`src/rtl/store_buffer.sv`:
```
// -----------------------------------------------------------------------------
// store_buffer
//
// Write-side companion to the read-only, word-addressed data memory. Stores
// from the datapath go into a small in-order FIFO. They are drained one at a
// time over a registered valid/acknowledge write port. Loads can optionally
// look up the pending stores, so they never see stale memory.
//
// Build option:
//   STORE_FWD_EN  When defined, ld_hit/ld_data forward the youngest pending
//                 store whose word address matches ld_addr[15:1]. When
//                 undefined, both outputs are tied to 0, no comparators are
//                 built, and software must wait for empty=1 before a
//                 dependent load.
//
// Parameters:
//   DEPTH   number of FIFO entries (power of two, >= 2)
//   PTR_W   pointer width, must equal log2(DEPTH)
//
// Ports:
//   clk        single clock, rising edge
//   rst        asynchronous, active-high reset
//   st_valid   store request valid
//   st_ready   store can be accepted (buffer not full)
//   st_addr    store byte address; bit 0 ignored
//   st_data    store data
//   mem_we     registered write request to data memory
//   mem_addr   registered word address of the write
//   mem_wdata  registered write data
//   mem_ack    memory accepted the write this cycle (ignored while mem_we=0)
//   ld_addr    load byte address for the forwarding lookup
//   ld_hit     a pending store matches ld_addr[15:1] (combinational)
//   ld_data    forwarded data, 0 when ld_hit=0 (combinational)
//   empty      no pending stores and no write in flight
// -----------------------------------------------------------------------------
module store_buffer #(
    parameter int DEPTH = 4,
    parameter int PTR_W = 2
) (
    input  logic        clk,
    input  logic        rst,
    input  logic        st_valid,
    output logic        st_ready,
    input  logic [15:0] st_addr,
    input  logic [15:0] st_data,
    output logic        mem_we,
    output logic [14:0] mem_addr,
    output logic [15:0] mem_wdata,
    input  logic        mem_ack,
    input  logic [15:0] ld_addr,
    output logic        ld_hit,
    output logic [15:0] ld_data,
    output logic        empty
);

    localparam int               CNT_W    = PTR_W + 1;
    localparam logic [CNT_W-1:0] FULL_CNT = CNT_W'(DEPTH);

    typedef enum logic {
        IDLE,
        WRITE
    } state_t;

    state_t           state_q, state_d;

    // FIFO storage: word address and data per entry
    logic [14:0]      ent_addr_q [DEPTH];
    logic [15:0]      ent_data_q [DEPTH];

    logic [PTR_W-1:0] wr_ptr_q, wr_ptr_d;
    logic [PTR_W-1:0] rd_ptr_q, rd_ptr_d;
    logic [CNT_W-1:0] count_q, count_d;

    logic             mem_we_q, mem_we_d;
    logic [14:0]      mem_addr_q, mem_addr_d;
    logic [15:0]      mem_wdata_q, mem_wdata_d;

    logic             push;
    logic             pop;

    // Entry that becomes the write head after this edge
    logic [PTR_W-1:0] head_ptr;
    logic [CNT_W-1:0] remain;
    logic [14:0]      head_addr;
    logic [15:0]      head_data;

    // Bits intentionally not consumed by the logic
    logic             unused_bits;
    assign unused_bits = ^{st_addr[0], ld_addr};

    // -------------------------------------------------------------------------
    // Handshakes
    // -------------------------------------------------------------------------
    // The full decision uses only the registered count. A pop in the same
    // cycle does not open a slot until the next cycle.
    assign st_ready = (count_q != FULL_CNT);
    assign push     = st_valid && st_ready;
    assign pop      = mem_we_q && mem_ack;

    assign empty     = (count_q == '0) && !mem_we_q;
    assign mem_we    = mem_we_q;
    assign mem_addr  = mem_addr_q;
    assign mem_wdata = mem_wdata_q;

    // -------------------------------------------------------------------------
    // Pointer and occupancy update
    // -------------------------------------------------------------------------
    // NOTE: every variable driven in an always_comb gets a default on entry,
    // so no path leaves it unassigned and no latch is inferred.
    always_comb begin
        wr_ptr_d = wr_ptr_q;
        rd_ptr_d = rd_ptr_q;
        count_d  = count_q;

        if (push) begin
            wr_ptr_d = wr_ptr_q + PTR_W'(1);
        end
        if (pop) begin
            rd_ptr_d = rd_ptr_q + PTR_W'(1);
        end

        case ({push, pop})
            2'b10:   count_d = count_q + CNT_W'(1);
            2'b01:   count_d = count_q - CNT_W'(1);
            default: count_d = count_q;
        endcase
    end

    // -------------------------------------------------------------------------
    // Next write head
    // -------------------------------------------------------------------------
    // After a pop, the head moves to the next entry. If no stored entry is
    // left and a store is accepted in this same cycle, that store becomes the
    // head straight from the input. This gives one-cycle latency from an
    // empty buffer and avoids a bubble between back-to-back writes.
    always_comb begin
        head_ptr = pop ? rd_ptr_q + PTR_W'(1) : rd_ptr_q;
        remain   = pop ? count_q - CNT_W'(1) : count_q;

        if (remain != '0) begin
            head_addr = ent_addr_q[head_ptr];
            head_data = ent_data_q[head_ptr];
        end else begin
            head_addr = st_addr[15:1];
            head_data = st_data;
        end
    end

    // -------------------------------------------------------------------------
    // Drain FSM
    // -------------------------------------------------------------------------
    always_comb begin
        state_d     = state_q;
        mem_we_d    = mem_we_q;
        mem_addr_d  = mem_addr_q;
        mem_wdata_d = mem_wdata_q;

        case (state_q)
            IDLE: begin
                // count_d includes a store accepted this cycle
                if (count_d != '0) begin
                    state_d     = WRITE;
                    mem_we_d    = 1'b1;
                    mem_addr_d  = head_addr;
                    mem_wdata_d = head_data;
                end
            end

            WRITE: begin
                // Hold the request stable until the memory acknowledges it
                if (pop) begin
                    if (count_d != '0) begin
                        mem_addr_d  = head_addr;
                        mem_wdata_d = head_data;
                    end else begin
                        mem_we_d = 1'b0;
                        state_d  = IDLE;
                    end
                end
            end

            default: begin
                state_d  = IDLE;
                mem_we_d = 1'b0;
            end
        endcase
    end

    // -------------------------------------------------------------------------
    // Control state
    // -------------------------------------------------------------------------
    // NOTE: sequential state uses non-blocking assignments, so every register
    // samples the pre-edge values and process ordering does not matter.
    always_ff @(posedge clk or posedge rst) begin
        if (rst) begin
            state_q     <= IDLE;
            wr_ptr_q    <= '0;
            rd_ptr_q    <= '0;
            count_q     <= '0;
            mem_we_q    <= 1'b0;
            mem_addr_q  <= '0;
            mem_wdata_q <= '0;
        end else begin
            state_q     <= state_d;
            wr_ptr_q    <= wr_ptr_d;
            rd_ptr_q    <= rd_ptr_d;
            count_q     <= count_d;
            mem_we_q    <= mem_we_d;
            mem_addr_q  <= mem_addr_d;
            mem_wdata_q <= mem_wdata_d;
        end
    end

    // NOTE: the entry storage is deliberately not reset. An entry is only
    // meaningful while the pointers and count mark it as pending, and those
    // are reset.
    always_ff @(posedge clk) begin
        if (push) begin
            ent_addr_q[wr_ptr_q] <= st_addr[15:1];
            ent_data_q[wr_ptr_q] <= st_data;
        end
    end

    // -------------------------------------------------------------------------
    // Load forwarding
    // -------------------------------------------------------------------------
`ifdef STORE_FWD_EN
    // Walk the entries from oldest (rd_ptr) to youngest. A later match
    // overrides an earlier one, so the youngest matching store wins. Only
    // registered entries are searched; a store being accepted this cycle is
    // not.
    always_comb begin
        ld_hit  = 1'b0;
        ld_data = '0;
        for (int i = 0; i < DEPTH; i++) begin
            if ((CNT_W'(i) < count_q) &&
                (ent_addr_q[rd_ptr_q + PTR_W'(i)] == ld_addr[15:1])) begin
                ld_hit  = 1'b1;
                ld_data = ent_data_q[rd_ptr_q + PTR_W'(i)];
            end
        end
    end
`else
    assign ld_hit  = 1'b0;
    assign ld_data = '0;
`endif

endmodule

```
`config.mk`:
```
export PLATFORM = sky130hd
export DESIGN_NAME = store_buffer
export DESIGN_NICKNAME = d
export VERILOG_FILES = /design/src/rtl/store_buffer.sv
export SDC_FILE = /design/constraint.sdc
export NUM_CORES = 1
export LEC_CHECK = 0
export BUFFER_PORTS_ARGS = -buffer_cell sky130_fd_sc_hd__buf_2
export CORE_MARGIN = 2
export CORE_UTILIZATION = 30
export CTS_CLUSTER_SIZE = 28
export DETAILED_ROUTE_END_ITERATION = 6
export PLACE_DENSITY = 0.5
export SYNTH_ARGS = -nofsm -noshare
export SYNTH_HDL_FRONTEND = slang
export SYNTH_SLANG_ARGS = --single-unit
```
`constraint.sdc`:
```
create_clock -name clk -period 3.96 [get_ports clk]
set_clock_uncertainty 0.05 [all_clocks]
set_input_delay 0.396 -clock clk [delete_from_list [all_inputs] [get_ports clk]]
set_output_delay 0.396 -clock clk [all_outputs]
set_load 0.01 [all_outputs]
```
==> After elaboration in Yosys (flattened, before gate mapping) <==
Memories as Yosys holds them, arrays and structs flattened.
Index checks and enable logic that the tools add are counted.
{ "totals": {"regBits": 40, "ramBits": 124, "output_inout_bits": 51, "n_memories": 2} }
{ "classes": {"addsub": 4, "eq_ne": 6, "n_mux": 20, "bitwise": 1, "reduce_logical": 8} }
{ "memory_table": {"columns": ["memory", "words", "width", "rd", "rd_ports_with_merged_regs", "wr", "line", "text"], "rows": [
  ["ent_data_q", 4, 16, 1, 0, 1, "68", "logic [15:0] ent_data_q [DEPTH];"],
  ["ent_addr_q", 4, 15, 1, 0, 1, "67", "logic [14:0] ent_addr_q [DEPTH];"]
]} }
{ "ops": {"columns": ["operator", "n"], "rows": [
  ["16-bit 2-to-1 mux", 3],
  ["15-bit 2-to-1 mux", 3],
  ["16-bit one-hot mux with 2 select lines", 1],
  ["15-bit one-hot mux with 2 select lines", 1],
  ["1-bit 2-to-1 mux", 7],
  ["3-bit one-hot mux with 2 select lines", 1],
  ["3-bit nonzero test", 2],
  ["2-bit by 1-bit adder with 2-bit output, second input constant", 2],
  ["2-bit inequality test, second input constant", 2],
  ["1-bit one-hot mux with 2 select lines", 2],
  ["3-bit by 1-bit adder with 3-bit output, second input constant", 1],
  ["1-bit logical AND", 3],
  ["3-bit zero test", 1],
  ["3-bit 2-to-1 mux", 1],
  ["3-bit inequality test, second input constant", 1],
  ["3-bit AND reduction", 1],
  ["3-bit by 1-bit subtractor with 3-bit output, second input constant", 1],
  ["2-bit by 1-bit == test with 1-bit output, second input constant", 1],
  ["2-bit == test, second input constant", 1],
  ["2-bit 2-to-1 mux", 1],
  ["2-bit by 1-bit inequality test with 1-bit output, second input constant", 1],
  ["1-bit zero test", 1],
  ["1-bit inverter", 1]
]} }

==> Depth between registers and ports, before layout <==
Gate-level depths: netlist of run 1.
{ "logic_depth": {"word_depth": 8, "mapped_depth": 15} }

==> Worst setup path before layout of run 1 <==
OpenSTA, ideal clock, no wires.
{ "synth_timing": {"kind": "reg2reg", "from": "register count_q[0]", "to": "register mem_wdata_q[10] (netlist: mem_wdata[10])", "setup_time_ps": 122, "arrival_ps": 2710, "t_required_ps": 3788, "slack_ps": 1078, "path_stages_with_launch": 16, "synth_period_minus_slack_ps": 2882, "path_cell_list": "dfrtp_1 inv_1 ha_1 nand2_1 and2_1 clkbuf_1 inv_1 ha_1 buf_2 nor3b_1 o21ai_1 o311ai_2 or2_1 clkbuf_1 buf_2 a32o_1"} }
{ "synth_via": {"elab_chain_cells": 8, "elab_cells_between_ends": 14, "cone_classes": "add/sub (2); eq/ne (3); mux (6); reduce/logical (3)"} }
{ "synth_rtl": {"columns": ["item", "line", "text"], "rows": [
  ["from (decl)", "72", "logic [CNT_W-1:0] count_q, count_d;"],
  ["from (signal assigned)", "207", "count_q <= count_d;"],
  ["3-bit inequality test (*)", "96", "assign st_ready = (count_q != FULL_CNT);"],
  ["net st_ready", "43", "output logic st_ready,"],
  ["1-bit logical AND (*)", "97", "assign push = st_valid && st_ready;"],
  ["net push", "78", "logic push;"],
  ["2-bit by 1-bit == test with 1-bit output or 2-bit == test (tied branches)", "122", "case ({push, pop})"],
  ["3-bit one-hot mux with 2 select lines (*)", "122", null],
  ["net count_d[2]", "72", null],
  ["3-bit nonzero test (*)", "161, 172", null],
  ["16-bit 2-to-1 mux (*)", "161, 172", null],
  ["16-bit 2-to-1 mux", "171", "if (pop) begin"],
  ["16-bit one-hot mux with 2 select lines (*)", "158", "case (state_q)"],
  ["to (signal assigned)", "210", "mem_wdata_q <= mem_wdata_d;"],
  ["to (decl)", "76", "logic [15:0] mem_wdata_q, mem_wdata_d;"]
]} }
Mark *: on every way through the listed nets, which the timed path passes. The rest lies on a longest branch. The select of a mux whose other input is x is not followed.
A chain may end at the register's enable or synchronous reset.

==> Worst setup path after layout of run 1 <==
{ "layout_timing": {"from": "register count_q[0]", "to": "register mem_addr_q[14] (netlist: mem_addr[14])"} }
{ "layout_via": {"elab_chain_cells": 8, "elab_cells_between_ends": 14, "cone_classes": "add/sub (2); eq/ne (3); mux (6); reduce/logical (3)"} }
{ "layout_rtl": {"columns": ["item", "line", "text"], "rows": [
  ["3-bit inequality test", "96", null],
  ["1-bit logical AND", "97", null],
  ["2-bit by 1-bit == test with 1-bit output or 2-bit == test (tied branches)", "122", null],
  ["3-bit one-hot mux with 2 select lines (*)", "122", null],
  ["net count_d[2]", "72", null],
  ["3-bit nonzero test (*)", "161, 172", null],
  ["15-bit 2-to-1 mux (*)", "161, 172", null],
  ["15-bit 2-to-1 mux", "171", null],
  ["15-bit one-hot mux with 2 select lines (*)", "158", null],
  ["to (signal assigned)", "209", "mem_addr_q <= mem_addr_d;"],
  ["to (decl)", "75", "logic [14:0] mem_addr_q, mem_addr_d;"]
]} }
Marks and branches as above.

==> results of run 1 <==
worst min-delay path by stage:
stage | to | slack [ps]
after global routing | mem_addr[8] | 120
after CTS | mem_addr[8] | 110
after detailed placement | mem_wdata[10] | 430
after global placement | mem_wdata[3] | 420
final | mem_addr[8] | 90
after floorplan | rd_ptr_q[1] | 440
cell families (layout without fill, tap and decap cells):
family | count (synthesis) | count (layout) | share of synthesized area, %
compound gates | 138 | 138 | 12.25
xor+xnor | 4 | 4 | 0.4219
fa+ha+maj | 9 | 9 | 1.356
buf+inv | 73 | 125 | 5.333
flops | 164 | 164 | 56.88
mux | 125 | 125 | 19.06
other cells | 1 | 18 | 0.04515
simple gates | 91 | 91 | 4.655
flip-flops by register name (all words and copies together) (netlist names):
name        count
count_q         3
ent_addr_q     60
ent_data_q     64
mem_addr       15
mem_wdata      16
mem_we          1
rd_ptr_q        2
state_q         1
wr_ptr_q        2
worst max-delay path, stage by stage, from the launching register on:
cell and delay (ps):
sky130_fd_sc_hd__dfrtp_1 480, sky130_fd_sc_hd__inv_1 100, sky130_fd_sc_hd__ha_1 220, sky130_fd_sc_hd__nand2_1 130
sky130_fd_sc_hd__and2_1 250, sky130_fd_sc_hd__inv_1 70, sky130_fd_sc_hd__ha_1 440, sky130_fd_sc_hd__nor3b_1 90
sky130_fd_sc_hd__o21ai_1 170, sky130_fd_sc_hd__o311ai_2 180, sky130_fd_sc_hd__or2_1 280, sky130_fd_sc_hd__buf_4 240
sky130_fd_sc_hd__a32o_1 270
report_power, final:
part           switching, mW  internal [mW]  leakage (nW)  total [mW]
Clock                  0.694          0.932         0.278        1.63
Sequential             0.250           2.35          1.62        2.60
Combinational           1.87           1.22          1.72        3.08
Total                   2.81           4.50          3.62        7.31
layout make-up:
class                      count  area share (%)
sequential                   164           49.83
antenna                        1         0.02639
multi-input combinational    384           33.85
timing repair buffer          85           4.935
inverter                       8          0.3431
clock inverter                15           1.623
clock buffer                  17           4.487
tap                          372           4.909
cells in the final DEF, fill, tap and decap left out, types with 10 or more instances in the layout:
cell / count
sky130_fd_sc_hd__a32o_1: 31
sky130_fd_sc_hd__nor2_1: 64
sky130_fd_sc_hd__o22ai_1: 52
sky130_fd_sc_hd__conb_1: 17
sky130_fd_sc_hd__edfxtp_1: 124
sky130_fd_sc_hd__buf_4: 17
sky130_fd_sc_hd__mux2_1: 36
sky130_fd_sc_hd__dfrtp_1: 40
sky130_fd_sc_hd__clkbuf_16: 17
sky130_fd_sc_hd__mux2_4: 47
sky130_fd_sc_hd__buf_2: 68
sky130_fd_sc_hd__o21ai_1: 33
sky130_fd_sc_hd__o22ai_2: 10
sky130_fd_sc_hd__mux2_2: 41
routing by layer:
metal	vias to the layer above	global-route usage [%]	share of wire [%]
met4	4	5.314	1.2
met5	-	0	0.093
met1	2744	18.87	43
met3	24	3.093	4.6
met2	147	26.60	51
li1	2393	-	-
per-stage QoR:
stage	std cells	instance area, um2	setup WS [ps]	power (mW)
6_report	1046	9482	866.7	7.311
5_1_grt	1046	9482	568.9	7.750
2_1_floorplan	621	8366	1078	4.784
4_1_cts	1045	9479	877.0	7.410
3_3_place_gp	1013	8900	967.6	5.685
3_5_place_dp	1013	8900	896.9	5.768
==> flow_results.org, run 1 <==
** Run status
- Status :: completed

** Logic synthesis
- Post-synth EDFFs :: 124
- Yosys warning count :: 0
- In the synthesized netlist, the number of instances is 605.
- Distinct cells, synth :: 39
- Each instance of the synthesized netlist takes up on average 13.73 um2.
- Of all cell types, the one taking the most synthesized area is sky130_fd_sc_hd__edfxtp_1.
- Of the synthesized area, sequential elements account for 56.88%.
- Commonest cells in the synthesized netlist :: 124 x sky130_fd_sc_hd__edfxtp_1, 64 x sky130_fd_sc_hd__nor2_1, 52 x sky130_fd_sc_hd__o22ai_1, 47 x sky130_fd_sc_hd__mux2_4, 41 x sky130_fd_sc_hd__mux2_2
- Counting flops and latches in the post-synthesis netlist gives 164.
- Most frequently used cell type in the post-synthesis netlist :: sky130_fd_sc_hd__edfxtp_1
- Area share of the largest cell type after synthesis :: 44.83%
- In the synthesized netlist the async set-or-reset flop fraction comes to 24.39%.
- The cell area that synthesis handed to floorplanning was 8305 um2.
- By area the synthesized netlist is led by sky130_fd_sc_hd__edfxtp_1 45%, sky130_fd_sc_hd__dfrtp_1 12%, sky130_fd_sc_hd__mux2_4 8.5%.
- Most instantiated flip-flop cell in the synthesis netlist :: sky130_fd_sc_hd__edfxtp_1

** Placed design
- Final RePlAce weighted congestion :: 0.6963
- Placed wire-length estimate after detailed placement :: 12230 um
- Buffers placed on the I/O ports in this run total 68.

** Worst setup path
- Following the worst setup path forward leads to its endpoint at mem_addr[14].
- Worst Path Class, Setup :: reg2reg
- In this run the register-to-register setup slack is 870 ps.
- Data arrives at the worst endpoint at 3360 ps.
- Launching point of the worst reg2reg path :: count_q[0]
- STA classifies the critical path startpoint as a flip-flop.
- The worst register-to-register path has a depth of 12.
- For the worst setup path, the data required time is 4230 ps.
- The most critical setup path has its startpoint at count_q[0].
- Maximum fanout along the worst path :: 18
- Worst reg2reg path endpoint :: mem_addr[14]
- STA classifies the critical path endpoint as a flip-flop.

** Drt
- The count of nets left with antenna violations once routing finished came out at 0.
- The final layout contains routed wiring with a total length of 21440 um.
- In the routed design, unresolved DRC markers number 0.
- Summing over every cut layer, the via total after detailed routing is 5312.
- Using the TritonRoute via totals, the vias-per-cell ratio works out to 5.078.
- For this block, the initial DRC count from the detailed router was 337.
- Routed length per instance :: 20.50 um
- Before antenna repair, the detailed router went through 5 iterations.

** Die
- Placeable core region :: 27100 um2
- The die covers 29030 um2.
- I/O pin cnt :: 103
- After floorplanning, the core was divided into 60 placement rows.
- Height of the chip :: 170.4 um
- Initial standard-cell utilization of the core :: 30.65%
- Floorplan die width :: 170.4 um

** Power
- Peak ir drop on the vdd network :: 0.4544 mV
- Power Density :: 771.1 nW/um2
- P_leak :: 3.624 nW

** Clock tree
- For this design, the CTS-stage hold fixing added 0 buffers.
- Clock transition at the register clock pins on the worst setup and hold paths after CTS :: 70 ps
- Skew-Pair Late Insertion Delay :: 420 ps
- The tree is rooted in a sky130_fd_sc_hd__clkbuf_16.
- The clock passes through at most 2 buffers.
- In this run the post-CTS setup repair buffer count came out at 0.
- H-tree depth reported by CTS :: 4
- Inserted Clock Buffers :: 17
- Cts repair resizes :: 0
- Clock tree from TritonCTS :: done
- CTS saw 164 sinks.

** Timing
- For the pin with the worst max-slew slack, the measured transition is 1082 ps.
- On the final layout, the worst hold slack is 91.77 ps.
- The total count of max-transition violations in the final report was 0.
- Setup repair after global routing left no endpoint under its margin.
- Crit path time final :: 3093 ps
- For this run, the top clock speed supported by timing is 0.3233 GHz.
- Final total negative setup slack :: 0 ps
- Final Hold Vio Count :: 0
- Setup violations remaining at the end of the flow were counted as 0.
- Worst slew margin relative to its limit :: 27.84%
- Share of the clock period used by the worst path :: 78.11%

** Layout
- Ratio of cells with drive above 1 in the final layout :: 32.99%
- In the final layout, the multi-input gates occupy 3209 um2.
- Final layout net count :: 721
- Total of fill cells in the finished design :: 2632
- Cells fill 34.99% of the core in the end.
- Layout area overhead :: 14.16%
- Reg area :: 4725 um2

** GRT
- Vias in the first global route :: 5608
- The first global-routing pass estimated 32990 um of wire.
- Global routing finished with a remaining overflow of 0.
- Entering global routing, the biggest net connects 41 pins.
- Number of antenna violations at the first check in global routing :: 4
- Global routing usage summed across all routing layers :: 15.29%

** Run
- Max-cap violation count :: 0

** Worst hold path
- Min-delay worst type :: in2async
Note: power is estimated with default switching activity, not from simulation.
==> run 2: changes to the inputs <==
- PLACE_DENSITY: 0.5 -> 0.51
- clock period: 3.96 -> 2.8 ns (I/O delays scaled with it)
==> flow_results.org, run 2 (synthesis results as in run 1) <==
** Timing
- Upper clock frequency limit :: 0.3766 GHz (+17%)
- The period utilization is 94.82% (+17 points).
- The worst hold slack was 28.96 ps (-62.82 ps).
- The setup TNS after final layout is 0 ps (unchanged).
- Number of pins exceeding their max-slew limit in the final report :: 0 (unchanged)
- RSZ-0062 raised after global routing :: false
- The total setup violations reported at the end of the flow was 0 (unchanged).
- Crit path time final :: 2655 ps (-438.3 ps)
- Worst slew margin relative to its limit :: 49.94% (+22 points)
- Final setup margin :: 144.9 ps (-721.7 ps)
- The worst-margin pin slew is 749.0 ps (-333.4 ps).
- Final Hold Vio Count :: 0 (unchanged)

** Worst hold path
- Cells on Worst Hold Path :: 1
- The worst hold path begins at st_data[11].
- The worst hold path belongs to the class in2reg.
- Endpoint of the worst hold-timing path :: ent_data_q[1][11]

** Power
- Peak ir drop on the vdd network :: 0.4744 mV (+4.4%)
- The power per standard cell area came to 1111 nW/um2 (+44%).
- Total power :: 10.93 mW (+49%)
- The leakage power figure is 3.807 nW (+5.0%).

** Die
- Placeable core region :: 27100 um2 (unchanged)
- I/O pin cnt :: 103 (unchanged)
- The x dimension of the die is 170.4 um (unchanged).
- Number of standard-cell rows in the floorplan :: 60 (unchanged)
- Initial standard-cell utilization of the core :: 30.65% (unchanged)
- The area enclosed by the die boundary was 29030 um2 (unchanged).
- Height of the chip :: 170.4 um (unchanged)

** Worst setup path
- Maximum fanout along the worst path :: 8 (-10)
- The setup slack of the worst register-to-register path came to 140 ps (-720 ps).
- Largest incremental delay on the critical path :: 440 ps (-40 ps)
- In this run the critical register-to-register path is launched from count_q[1].
- Number of cells on the worst reg-to-reg path :: 13 (+1)
- In this run the critical register-to-register path is captured at mem_wdata[11].
- For this design, the slowest cell found on the critical path is sky130_fd_sc_hd__dfrtp_1.
- Among the stages of the critical path, the cell type that occurs most often is sky130_fd_sc_hd__buf_4.
- The arrival time at the worst endpoint was 2970 ps (-390 ps).
- Required time of the critical path :: 3120 ps (-1110 ps)
- The worst setup path is captured at a flip-flop.
- Worst Path Class, Setup :: reg2reg
- Cell-by-cell trace of the critical path :: inv_2 > ha_2 > nand2_2 > and2_4 > buf_4 > ha_4 > nor2b_1 > o21ai_1 > o311ai_2 > buf_4 > o21bai_4 > clkbuf_16 > a32o_1
- The worst setup path is launched from a flip-flop.

** Layout
- From synthesis to final layout, the design area changed by 18.47%.
- The area of all placed cells without fillers came to 9839 um2 (+3.8%).
- Final Core Density :: 36.31% (+1.3 points)
- Register ranked first by flip-flop count :: ent_data_q
- Ratio of cells with drive above 1 in the final layout :: 36.51% (+3.5 points)
- The area of combinational cells with multiple inputs came to 3264 um2 (+1.7%).
- The number of flip-flops in the largest register came to 64 (unchanged).
- Final layout net count :: 741 (+2.8%)
- The final non-filler cell total was 1065 (+1.8%).
- The library cells used most frequently in the layout, excluding fill and tap cells, are 124 x sky130_fd_sc_hd__edfxtp_1, 68 x sky130_fd_sc_hd__buf_2, 64 x sky130_fd_sc_hd__nor2_1.
- The area of all sequential standard cells came to 4725 um2 (unchanged).
- Total of fill cells in the finished design :: 2563 (-2.6%)
- Antenna diode count :: 0 (-1)
- Commonest non-fill, non-tap cell in the layout :: sky130_fd_sc_hd__edfxtp_1

** Placed design
- The cell count after placement was 1026 (+1.3%).
- Quantity of I/O buffers inserted on ports :: 68 (unchanged)
- Worst setup timing slack at the placement stage :: 33.41 ps (-863.5 ps)
- The HPWL after detailed placement is 13070 um (+6.9%).
- Total placed instance area :: 9102 um2 (+2.3%)
- The global placer's final weighted congestion was 0.7620 (+9.4%).

** Clock tree
- TritonCTS built the clock tree.
- Clock transition at the register clock pins on the worst setup and hold paths after CTS :: 70 ps (about the same)
- Clock Tree Buf Depth :: 2 (unchanged)
- Root buf cell :: sky130_fd_sc_hd__clkbuf_16
- H-tree depth reported by CTS :: 4 (unchanged)
- The TritonCTS sink count is 164 (unchanged).
- The clock insertion delay at the later pin of the skew report came to 430 ps (about the same).
- Inserted Clock Buffers :: 17 (unchanged)

** Drt
- The total routed wirelength was 22500 um (+4.9%).
- Iteration count of the initial detailed-routing pass :: 5 (unchanged)
- The via count is 5349 (+0.70%).
- The post-route DRC violation count was 0 (unchanged).
- Routed length per instance :: 21.12 um (+3.0%)
- The remaining antenna violation count was 0 (unchanged).
- Vias per cell :: 5.023 (-1.1%)
- The iteration-0 DRC count of the detailed router is 490 (+45%).

** GRT
- The via count of the first global-routing pass came to 5694 (+1.5%).
- First-pass GRT wire length :: 33300 um (+0.94%)
- The pin count of the biggest net entering global routing came to 45 (+9.8%).
- Gr ovfl total :: 0 (unchanged)
- The overall routing resource usage came to 15.26% (-0.031 points).
- The initial antenna violation count came to 1 (-3).

** Run status
- The flow ran to the end, and the final reports show no timing, DRC or antenna violations.

** Run
- Max-cap violation count :: 0 (unchanged)
## run 2: cell types whose count changed in the layout (fill, tap and decap cells not counted), moves of 2 or more
cell / change
sky130_fd_sc_hd__buf_4: +8
sky130_fd_sc_hd__ha_1: -3
sky130_fd_sc_hd__and3_1: -4
sky130_fd_sc_hd__clkinvlp_4: -2
sky130_fd_sc_hd__clkbuf_16: +2
sky130_fd_sc_hd__inv_8: +3
sky130_fd_sc_hd__ha_4: +2
sky130_fd_sc_hd__and3_2: +4
sky130_fd_sc_hd__buf_12: +8
## run 2: what timing repair did
| item | CTS | global route |
|---|---|---|
| setup buffers | 0 | 3 |
| hold buffers | 1 | 0 |
| gates resized for setup | 0 | 11 |
| endpoints found under the setup margin | 0 | 32 |
| endpoints found under the hold margin | 12 | 0 |
## run 2: worst max path at each step
| stage | startpoint | to | slack (ps) | depth (start not counted) |
|---|---|---|---|---|
| 2_1_floorplan | count_q[0] | mem_wdata[10] | 20 | 15 |
| 3_3_place_gp | count_q[1] | mem_we | 150 | 10 |
| 3_5_place_dp | count_q[1] | mem_addr[10] | 30 | 13 |
| 4_1_cts | count_q[1] | mem_addr[4] | 7 | 13 |
| 5_1_grt | count_q[1] | mem_wdata[14] | 10 | 13 |
| 6_report | count_q[1] | mem_wdata[11] | 140 | 13 |
## run 2: cell type report
cell class	count	share of cell area, %
flip-flops and latches	164	48.02
clock inverters	15	1.704
clock buffers	17	4.323
well taps	372	4.730
multi-input cells	384	33.18
inverters	8	0.3306
repair buffers	105	7.719
## run 2: per-layer routing
metal	GRT usage, %	wire, um	vias up
met5	0	13	-
met3	3.000	891	21
met4	3.642	226	2
met1	18.60	9603	2768
li1	-	-	2427
met2	27.68	11760	131
## run 2: report_power, final
group	switching [mW]	total, mW	internal (mW)
logic	2.81	4.90	2.08
registers	0.326	3.65	3.32
clock network	1.04	2.39	1.34
total	4.18	10.9	6.75
## run 2: worst max-delay path, delay by kind of cell (launching register included)
| family | cells | cell delay, ps |
|---|---|---|
| flip-flops | 1 | 440 |
| AND/OR/NAND/NOR | 3 | 370 |
| adder cells (fa/ha/maj) | 2 | 340 |
| buffers and inverters | 4 | 670 |
| AO/OA/AOI/OAI | 4 | 710 |
==> run 3: changes to the inputs <==
- PLACE_DENSITY: 0.51 -> not set
==> flow_results.org, run 3 (synthesis results as in run 1) <==
** Run status
- Status :: completed

** Layout
- The library cells used most frequently in the layout, excluding fill and tap cells, are 124 x sky130_fd_sc_hd__edfxtp_1, 68 x sky130_fd_sc_hd__buf_2, 64 x sky130_fd_sc_hd__nor2_1.
- The area of combinational cells with multiple inputs came to 3226 um2 (-1.2%).
- Register ranked first by flip-flop count :: ent_data_q
- The filler cell count in the final layout is 2612 (+1.9%).
- The share of post-route cells with drive strength above 1 was 34.31% (-2.2 points).
- Commonest non-fill, non-tap cell in the layout :: sky130_fd_sc_hd__edfxtp_1
- The count of antenna diodes in the layout came to 0 (unchanged).
- Reg area :: 4725 um2 (unchanged)
- Final layout net count :: 733 (-1.1%)
- Largest register FFs :: 64 (unchanged)
- The area growth from synthesis to layout is 16.28%.
- Final Core Density :: 35.64% (-0.67 points)

** Timing
- Final setup margin :: 203.2 ps (+58.24 ps)
- RSZ-0062 raised after global routing :: false
- The period utilization was 92.74% (-2.1 points).
- Final total negative setup slack :: 0 ps (unchanged)
- Upper clock frequency limit :: 0.3851 GHz (+2.2%)
- Final setup fails :: 0 (unchanged)
- The final count of hold timing violations came to 0 (unchanged).
- Worst slew margin relative to its limit :: 58.61% (+8.7 points)
- The worst-margin pin slew is 620.8 ps (-128.2 ps).
- The total count of max-transition violations in the final report came to 0 (unchanged).
- Crit path time final :: 2597 ps (-58.24 ps)

** Worst setup path
- CP arrival :: 2880 ps (-90 ps)
- Maximum fanout along the worst path :: 13 (+5)
- The setup path with the least slack is of type reg2reg.
- Kind of launch point of the worst setup path :: flip-flop
- The required time at the worst-slack endpoint was 3080 ps (-40 ps).
- The worst setup path is captured at a flip-flop.

** Clock tree
- The CTS buffer count is 17 (unchanged).
- The total number of H-tree levels came to 4 (unchanged).
- The TritonCTS sink count is 164 (unchanged).
- Skew-Pair Late Insertion Delay :: 450 ps (+20 ps)
- The clock transition time at the flip-flop clock pins of the worst setup and hold paths was 70 ps (about the same).
- The clock tree buffer depth is 2 (unchanged).
- Postcts setup bufs :: 0 (unchanged)
- Root buf cell :: sky130_fd_sc_hd__clkbuf_16
- TritonCTS built the clock tree.

** GRT
- Global routing usage summed across all routing layers :: 14.02% (-1.2 points)
- The initial antenna violation count is 1 (unchanged).
- The global-route wire length before repair is 30280 um (-9.1%).
- The global route total overflow came to 0 (unchanged).
- The via count of the first global-routing pass is 5300 (-6.9%).
- Pin count of the biggest net entering global routing :: 54 (+20%)

** Drt
- Initial detailed-routing violation count :: 329 (-33%)
- Antenna viol nets, final :: 0 (unchanged)
- The post-route DRC violation count came to 0 (unchanged).
- Iteration count of the initial detailed-routing pass :: 5 (unchanged)
- The total routed wirelength was 19920 um (-11%).
- The post-detailed-route via-to-cell ratio was 4.977 (-0.90%).
- Routed length per instance :: 18.85 um (-11%)
- Via total after detailed routing :: 5261 (-1.6%)

** Power
- The leakage power figure was 3.698 nW (-2.8%).
- Power Density :: 1078 nW/um2 (-2.9%)
- The worst supply voltage drop on vdd came to 0.6499 mV (+37%).

** Die
- The number of cell rows was 60 (unchanged).
- The core region area came to 27100 um2 (unchanged).
- The x dimension of the die came to 170.4 um (unchanged).
- Die area :: 29030 um2 (unchanged)
- Height of the chip :: 170.4 um (unchanged)
- The boundary pin count is 103 (unchanged).
- Initial standard-cell utilization of the core :: 30.65% (unchanged)

** Placed design
- The global placer's final weighted congestion was 0.7763 (+1.9%).
- Placed wire-length estimate after detailed placement :: 12170 um (-6.9%)
- Quantity of I/O buffers inserted on ports :: 68 (unchanged)
- The worst slack after detailed placement is 136.9 ps (+103.5 ps).

** Worst hold path
- Min-delay worst type :: in2reg

** Run
- The number of max-cap violations was 0 (unchanged).
==> run 3: per-stage QoR <==
step / cells / instance area (um2) / hold slack (ps) / power (mW)
floorplan: 621 / 8369 / 328.9 / 6.771
global placement: 1024 / 9069 / 341.0 / 8.146
detailed placement: 1024 / 9069 / 347.6 / 8.220
CTS: 1057 / 9637 / 5.273 / 10.46
global route: 1057 / 9658 / 3.130 / 11.01
finish: 1057 / 9658 / 17.49 / 10.41
==> run 3: path summary, 6_finish.rpt <==
check / endpoint / startpoint / cells past startpoint / slack [ps]
setup / recovery: mem_addr[14] / count_q[1] / 12 / 200
hold / removal: ent_data_q[2][11] / st_data[11] / 1 / 20
setup reg to reg: mem_addr[14] / count_q[1] / 12 / 200
hold reg to reg: mem_addr[4] / mem_addr[4] / 1 / 440
max in group asynchronous: mem_addr[13] / rst / 4 / 1570
min in group asynchronous: mem_wdata[14] / rst / 3 / 410
==> run 3: repair_timing <==
item,in CTS,in global routing
hold buffers,1,0
endpoints found under the setup margin,0,32
hold endpoints to repair,22,0
gates resized for setup,0,4
==> run 3: critical path: stages (launching register included) <==
cell	delay (ps)
sky130_fd_sc_hd__dfrtp_1	380
sky130_fd_sc_hd__inv_1	80
sky130_fd_sc_hd__ha_1	170
sky130_fd_sc_hd__nand2_2	80
sky130_fd_sc_hd__and2_1	180
sky130_fd_sc_hd__buf_4	150
sky130_fd_sc_hd__ha_1	200
sky130_fd_sc_hd__nor2b_1	130
sky130_fd_sc_hd__o21ai_1	150
sky130_fd_sc_hd__o311ai_2	180
sky130_fd_sc_hd__or2_1	290
sky130_fd_sc_hd__buf_4	210
sky130_fd_sc_hd__a32o_1	260
==> run 3: layout make-up <==
cell class	count	share of cell area (%)
clock inverter	15	1.373
inverter	8	0.3368
clock buffer	17	4.405
tap	372	4.819
timing repair buffer	97	6.750
sequential	164	48.92
multi-input combinational	384	33.40
==> run 3: per-layer routing <==
| layer | vias up | share of wire [%] | GRT usage [%] | wire [um] |
|---|---|---|---|---|
| li1 | 2415 | - | - | - |
| met4 | 2 | 0.70 | 3.567 | 140 |
| met5 | - | 0.065 | 0 | 13 |
| met1 | 2680 | 44 | 17.49 | 8749 |
| met2 | 153 | 50 | 24.41 | 9991 |
| met3 | 11 | 5.2 | 3.302 | 1027 |
==> run 3: where the power goes <==
group / switching (mW) / total (mW) / internal, mW
logic: 2.63 / 4.55 / 1.92
registers: 0.322 / 3.65 / 3.32
clock network: 0.996 / 2.22 / 1.22
